===== src/rtl/tt_mpu_pkg.sv =====
// Types and constants shared between the matrix unit and its load-queue
// return path: entry layout, pointer type and matrix opcode encodings.
package tt_mpu_pkg;

    localparam int LQ_DEPTH_LOG2 = 3;
    localparam int VLEN          = 256;
    localparam int VREG_W        = 5;

    typedef struct packed {
        logic              alloc;
        logic              done;
        logic              exc;
        logic [VREG_W-1:0] vd;
        logic [VLEN-1:0]   data;
    } lq_entry_t;

    // Index bits plus one wrap bit so full and empty are distinguishable.
    typedef logic [LQ_DEPTH_LOG2:0] lq_ptr_t;

    localparam logic [6:0] MPU_OPCODE      = 7'b0101011;
    localparam logic [2:0] MPU_F3_MLOAD    = 3'b000;
    localparam logic [2:0] MPU_F3_MSTORE   = 3'b001;
    localparam logic [2:0] MPU_F3_MMUL     = 3'b010;
    localparam logic [2:0] MPU_F3_MMOVE_VX = 3'b011;

endpackage


===== src/rtl/tt_mvex_lq_retire.sv =====
// Load-queue return capture: allocates ids in program order, accepts
// out-of-order returns by id, and retires in order to the VRF writeback port.
module tt_mvex_lq_retire #(
    parameter int LQ_DEPTH_LOG2 = tt_mpu_pkg::LQ_DEPTH_LOG2,
    parameter int VLEN          = tt_mpu_pkg::VLEN,
    parameter int VREG_W        = tt_mpu_pkg::VREG_W
) (
    input  logic                     clk,
    input  logic                     reset,
    input  logic                     i_flush,
    input  logic                     i_alloc_vld,
    input  logic [VREG_W-1:0]        i_alloc_vd,
    output logic                     o_alloc_rdy,
    output logic [LQ_DEPTH_LOG2-1:0] o_alloc_id,
    input  logic                     i_mvex_lqvld,
    input  logic [VLEN-1:0]          i_mvex_lqdata,
    input  logic                     i_mvex_lqexc,
    input  logic [LQ_DEPTH_LOG2-1:0] i_mvex_lqid,
    output logic                     o_wb_vld,
    output logic [VREG_W-1:0]        o_wb_vd,
    output logic [VLEN-1:0]          o_wb_data,
    output logic                     o_wb_exc,
    input  logic                     i_wb_rdy,
    output logic [LQ_DEPTH_LOG2:0]   o_count,
    output logic                     o_proto_err
);
    import tt_mpu_pkg::*;

    localparam int DEPTH = 2 ** LQ_DEPTH_LOG2;

    lq_entry_t entry_reg [DEPTH];
    lq_ptr_t   head_reg;
    lq_ptr_t   tail_reg;
    logic      proto_err_reg;

    logic [LQ_DEPTH_LOG2-1:0] head_idx;
    logic [LQ_DEPTH_LOG2-1:0] tail_idx;
    logic      full;
    logic      empty;
    lq_entry_t head_entry;
    lq_entry_t ret_entry;
    logic      alloc_fire;
    logic      wb_fire;
    logic      ret_capture;
    logic      ret_dup;

    assign head_idx = head_reg[LQ_DEPTH_LOG2-1:0];
    assign tail_idx = tail_reg[LQ_DEPTH_LOG2-1:0];
    assign full  = (head_idx == tail_idx) && (head_reg[LQ_DEPTH_LOG2] != tail_reg[LQ_DEPTH_LOG2]);
    assign empty = (head_reg == tail_reg);

    assign head_entry = entry_reg[head_idx];
    assign ret_entry  = entry_reg[i_mvex_lqid];

    // Readiness looks only at current state, so a slot freed by a retire
    // becomes allocatable on the following cycle.
    assign o_alloc_rdy = !full;
    assign o_alloc_id  = tail_idx;
    assign o_count     = tail_reg - head_reg;
    assign o_proto_err = proto_err_reg;

    assign o_wb_vld  = !empty && head_entry.alloc && head_entry.done;
    assign o_wb_vd   = head_entry.vd;
    assign o_wb_exc  = head_entry.exc;
    assign o_wb_data = head_entry.exc ? '0 : head_entry.data;

    // A return targeting the slot being allocated this cycle sees alloc=0
    // and is dropped as stale.
    assign alloc_fire  = !i_flush && i_alloc_vld && !full;
    assign wb_fire     = !i_flush && o_wb_vld && i_wb_rdy;
    assign ret_capture = !i_flush && i_mvex_lqvld && ret_entry.alloc && !ret_entry.done;
    assign ret_dup     = !i_flush && i_mvex_lqvld && ret_entry.alloc && ret_entry.done;

    always_ff @(posedge clk or posedge reset) begin
        if (reset) begin
            for (int i = 0; i < DEPTH; i++) begin
                entry_reg[i] <= '0;
            end
        end else if (i_flush) begin
            for (int i = 0; i < DEPTH; i++) begin
                entry_reg[i].alloc <= 1'b0;
                entry_reg[i].done  <= 1'b0;
            end
        end else begin
            for (int i = 0; i < DEPTH; i++) begin
                if (alloc_fire && tail_idx == LQ_DEPTH_LOG2'(i)) begin
                    entry_reg[i].alloc <= 1'b1;
                    entry_reg[i].done  <= 1'b0;
                    entry_reg[i].vd    <= i_alloc_vd;
                end
                if (ret_capture && i_mvex_lqid == LQ_DEPTH_LOG2'(i)) begin
                    entry_reg[i].done <= 1'b1;
                    entry_reg[i].exc  <= i_mvex_lqexc;
                    entry_reg[i].data <= i_mvex_lqdata;
                end
                if (wb_fire && head_idx == LQ_DEPTH_LOG2'(i)) begin
                    entry_reg[i].alloc <= 1'b0;
                    entry_reg[i].done  <= 1'b0;
                end
            end
        end
    end

    always_ff @(posedge clk or posedge reset) begin
        if (reset) begin
            head_reg      <= '0;
            tail_reg      <= '0;
            proto_err_reg <= 1'b0;
        end else if (i_flush) begin
            head_reg <= '0;
            tail_reg <= '0;
        end else begin
            if (alloc_fire) begin
                tail_reg <= tail_reg + 1'b1;
            end
            if (wb_fire) begin
                head_reg <= head_reg + 1'b1;
            end
            if (ret_dup) begin
                proto_err_reg <= 1'b1;
            end
        end
    end

endmodule


===== config.mk =====
export PLATFORM = sky130hd
export DESIGN_NAME = tt_mvex_lq_retire
export DESIGN_NICKNAME = d
export VERILOG_FILES = /design/src/rtl/tt_mpu_pkg.sv /design/src/rtl/tt_mvex_lq_retire.sv
export SDC_FILE = /design/constraint.sdc
export NUM_CORES = 2
export LEC_CHECK = 0
export ABC_AREA = 1
export ABC_CLOCK_PERIOD_IN_PS = 67000
export BUFFER_PORTS_ARGS = -buffer_cell sky130_fd_sc_hd__buf_2
export CORE_UTILIZATION = 25
export CTS_BUF_LIST = sky130_fd_sc_hd__clkbuf_4
export DETAILED_ROUTE_END_ITERATION = 10
export PLACE_DENSITY_LB_ADDON = 0.05
export SLEW_MARGIN = 10
export SYNTH_ARGS = -nofsm -noshare
export SYNTH_HDL_FRONTEND = slang
export SYNTH_SLANG_ARGS = --single-unit

===== constraint.sdc =====
create_clock -name clk -period 67 [get_ports clk]
set_clock_uncertainty 0.1 [all_clocks]
set_input_delay 6.7 -clock clk [delete_from_list [all_inputs] [get_ports clk]]
set_output_delay 6.7 -clock clk [all_outputs]
set_load 0.05 [all_outputs]

; Yosys cells after proc, flatten, opt, wreduce, memory -nomap -nowiden
; Cells that the tools add are included.
[classes]
add_sub_neg = 3
n_eq_ne = 24
reduce_logical = 77
n_mux = 43
order_cmp = 2
bitwise_logic = 3
[op_table]
columns = op, count
row1 = 264-bit binary-select mux with 3-bit select, 2
row2 = 264-bit 2-to-1 mux, 4
row3 = 256-bit 2-to-1 mux, 1
row4 = 2-bit 2-to-1 mux, 32
row5 = 3-bit == test (second input constant), 12
row6 = 1-bit logical AND, 35
row7 = 2-bit AND reduction, 17
row8 = 4-bit nonzero test, 8
row9 = 3-bit nonzero test, 8
row10 = 3-bit by 2-bit == test with 1-bit output (second input constant), 6
row11 = 4-bit 2-to-1 mux, 4
row12 = 3-bit by 1-bit == test with 1-bit output (second input constant), 3
row13 = 3-bit logical NOT, 3
row14 = 4-bit by 1-bit adder with 4-bit output (second input constant), 2
row15 = 4-bit greater-or-equal comparator (second input constant), 2
row16 = 3-bit inverter with 4-bit output, 2
row17 = 4-bit == test, 1
row18 = 1-bit logical NOT, 4
row19 = 2-bit nonzero test, 2
row20 = 4-bit subtractor, 1
row21 = 3-bit == test, 1
row22 = 1-bit != test, 1
row23 = 1-bit inverter, 1
[word_totals]
out_inout_bits = 272
regBits = 2121

; Logic depth before layout (Yosys ltp)
[depth]
word_depth = 11
ltp_mapped = 15

; Least setup slack after synthesis
; Ideal clock, no wire load.
[synth_path]
path_kind = register to output
start = reg head_reg[1]
end = out o_count[3]
t_required_ps = 60200
path_stages_with_launch = 9
path_slack_ps = 57573
arrival_ps = 2627
n_path_buf = 3
path_cell_list = dfrtp_1 -> clkinv_1 -> clkbuf_1 -> clkbuf_1 -> clkbuf_1 -> ha_1 -> nand2_1 -> o21ai_0 -> xnor2_1
[synth_between]
elab_chain_cells = 1
[synth_lines]
columns = element, line
row1 = start: declaration, tt_mvex_lq_retire.sv:32  ; lq_ptr_t head_reg;
row2 = start signal: assignment, tt_mvex_lq_retire.sv:117  ; head_reg <= head_reg + 1'b1;
row3 = 4-bit subtractor, tt_mvex_lq_retire.sv:59  ; assign o_count = tail_reg - head_reg;
row4 = end: declaration, tt_mvex_lq_retire.sv:24  ; output logic [LQ_DEPTH_LOG2:0] o_count,
; No other way between the ends.

; Final worst setup path
[layout_path]
start = reg head_reg[0]
end = out o_wb_data[127]
[layout_between]
elab_chain_cells = 5
[layout_lines]
columns = element, line
row1 = 3-bit inverter with 4-bit output (implied by the code), tt_mvex_lq_retire.sv:52  ; assign head_entry = entry_reg[head_idx];
row2 = 264-bit binary-select mux with 3-bit select, tt_mvex_lq_retire.sv:52
row3 = 264-bit 2-to-1 mux (implied by the code) (2 in a row), tt_mvex_lq_retire.sv:52
row4 = 256-bit 2-to-1 mux, tt_mvex_lq_retire.sv:65  ; assign o_wb_data = head_entry.exc ? '0 : head_entry.data;
row5 = end: declaration, tt_mvex_lq_retire.sv:21  ; output logic [VLEN-1:0] o_wb_data,
; No other way between the ends. The select of a mux whose other input is x is not followed.

==> results.md <==
* Status: finished, final reports clean
* Worst Tran Pin Value at 1287 ps
* Max reg flops at 2,112
* Fmax achieved at 74.82 MHz
* Net count after synthesis at 12,480
* GP Congestion at 0.7484
* Slowest stage cell, crit path: buf_4
* Crit. End Element: primary output
* Hold violation total from the final report at 0
* Clock sinks at 2,121
* Ys Warns at 0
* Pwr dens at 29.14 nW/um^2
* Top Layer Used: met5
* Post-CTS Resized at 0
* Register-to-Register Setup Slack at 61,700 ps
* Drt drc at 0
* CTS root buffer: clkbuf_4
* Share of cells above drive strength 1 at 12.91%
* Area grow syn2layout at 14.73%
* Setup violations, final at 0
* Syn Inst Count at 12,190
* Antenna violations before repair at 51
* WL final at 394,700 um
* CTS max path bufs at 4
* Cell area after synthesis at 97,120 um^2
* Register area share after synthesis at 54.65%
* DRT met1 WL at 177,100 um
* Hold_buf cts at 0
* Primary FF master, synth: dfrtp_1
* Vias in the first global route at 88,940
* Dpl cell area at 103,500 um^2
* Crit Path Category: reg -> out
* Wire per inst at 21.73 um
* CTS tree: built
* Synth unique cells at 29
* Final layout net count at 12,850
* CORE AREA at 386,300 um^2
* Crit path DAT at 6560 ps
* Synthesized area per cell at 7.965 um^2
* TritonRoute pass-1 iters at 6
* Post-route cell area at 111,400 um^2
* Synth area leader: dfrtp_1
* Asr flop ratio synth at 100.0%
* Vias at 87,020
* Synth top cells by count: 3,710 x nand2_1, 2,636 x o21ai_0, 2,121 x dfrtp_1, 1,085 x nor2_1, 577 x clkbuf_1
* Met2 wire len at 186,500 um
* Worst r2r dst: entry_reg[1206]
* Top Ports at 543
* Die Span X at 625.3 um
* CTS Buf Count at 661
* Cells along the critical path: inv_8 -> buf_4 -> buf_4 -> buf_12 -> nor2_1 -> o22ai_1 -> nand2_1 -> nand2_1 -> nand2_1 -> inv_1 -> buf_2
* Lkg Pwr at 57.09 nW
* Crit path from: head_reg[0]
* Post-CTS Setup Bufs at 0
* GRT overflow at 0
* Dominant cells by area after synthesis: dfrtp_1 55%, nand2_1 14%, o21ai_0 14%
* Slew HR at 14.17%
* HP Class: reg -> reg
* Worst Path Required at 60,200 ps
* Reg2Reg Launch Point: entry_reg[790]
* Die outline area at 391,000 um^2
* Most common cell in the netlist: nand2_1
* Clock transition at path regs at 50 ps
* CP dominant cell by count: nand2_1
* Part of the cycle the worst path needs at 19.95%
* Detail Route Antenna Nets at 0
* DR WL met3 at 18,010 um
* Std-Cell Rows at 228
* Tmin final at 13,360 ps
* GRT Overall Usage at 19.82%
* Post-synth top area share at 54.65%
* H-tree depth at 6
* Initial Util at 25.14%
* Post-synth EDFFs at 0
* Post-DP HPWL at 205,100 um
* Die height at 625.3 um
* First-pass GRT wire length at 590,400 um
* Startpoint type of the worst setup path: flop
* Clk_lat worst skew at 1550 ps
* FF-to-FF path depth at 12
* TNS Setup at 0 ps
* Max rail drop VDD at 0.00001535 V
* IO Port Bufs at 542
* Largest net degree at the start of global routing at 196
* RSZ-0062 raised after global routing: false
* DR iter-0 viols at 6,249
* Max_cap viols at 0
* Critical path endpoint: o_wb_data[127]
* DR vias/cell at 4.791
* Pins Over Slew Limit at 0
* Post-synthesis register bit count at 2,121
* Crit Path Max Fanout at 186
* CP max stage delay at 970 ps
-- cells in the final DEF (no fill, tap or decap), types with 10 or more instances in the layout --
master	n
inv_2	16
nor2_1	1083
dfrtp_1	2118
clkinv_2	10
nand4_1	13
buf_2	542
buf_12	29
clkinv_1	88
clkbuf_4	914
a21oi_1	16
nand2_1	3710
ha_1	15
clkinv_4	11
diode_2	25
buf_4	96
bufinv_16	10
nand3_1	533
o21ai_0	2636
o22ai_1	517
inv_1	546
-- cells by family (layout without fill, tap and decap cells) --
logic type,after synthesis,count (layout),synth area share (%)
flops,2121,2121,54.65
buf+inv,1517,2287,6.572
simple gates,5355,5355,21.46
compound gates,3180,3180,17.07
fa+ha+maj,16,16,0.2139
xor+xnor,4,4,0.03608
other cells,0,25,0
-- worst max-delay path: cells and delay by family (launching register included) --
family,cells,cell delay [ps]
AO/OA/AOI/OAI,1,220
flip-flops,1,680
AND/OR/NAND/NOR,4,580
buffers and inverters,6,3400
-- metal layers --
layer	global-route usage, %	up-vias
met5	0	-
met3	3.063	734
met1	25.85	43020
met4	6.698	24
met2	33.33	2349
li1	-	40900
-- report_power, final --
part	switching, mW	internal (mW)
combinational	0.303	0.130
clock	0.618	0.662
sequential	0.0856	1.45
-- how the worst min path moves through the flow --
stage          cells after the start               to  slack, ps             from
3_3_place_gp                       2  entry_reg[1430]        350  entry_reg[1430]
4_1_cts                            2  entry_reg[1569]        370  entry_reg[1569]
6_report                           2  entry_reg[1530]        360  entry_reg[1530]
2_1_floorplan                      2  entry_reg[1581]        340  entry_reg[1581]
3_5_place_dp                       2  entry_reg[1359]        350  entry_reg[1359]
5_1_grt                            2  entry_reg[1560]        380  entry_reg[1560]
-- layout make-up --
type	instances	area, um^2
Antenna cell	25	62.56
Clock buffer	914	6862
Clock inverter	151	1017
Fill cell	42350	274800
Inverter	555	2113
Multi-Input combinational cell	8555	37790
Sequential cell	2121	53090
Tap cell	5175	6475
Timing Repair Buffer	667	4014
-- metrics by stage --
stage	util, %	power [mW]	worst slack (ps)	instances	hold slack [ps]
floorplan	-	1.859	280.9	12190	336.6
global placement	26.79	1.988	54780	17070	348.1
detailed placement	26.79	1.998	54780	17070	352.9
CTS	28.83	3.324	53270	18140	366.4
global route	28.84	3.460	53020	18150	379.0
finish	28.85	3.247	53640	18160	364.3
(Power assumes the default switching activity.)
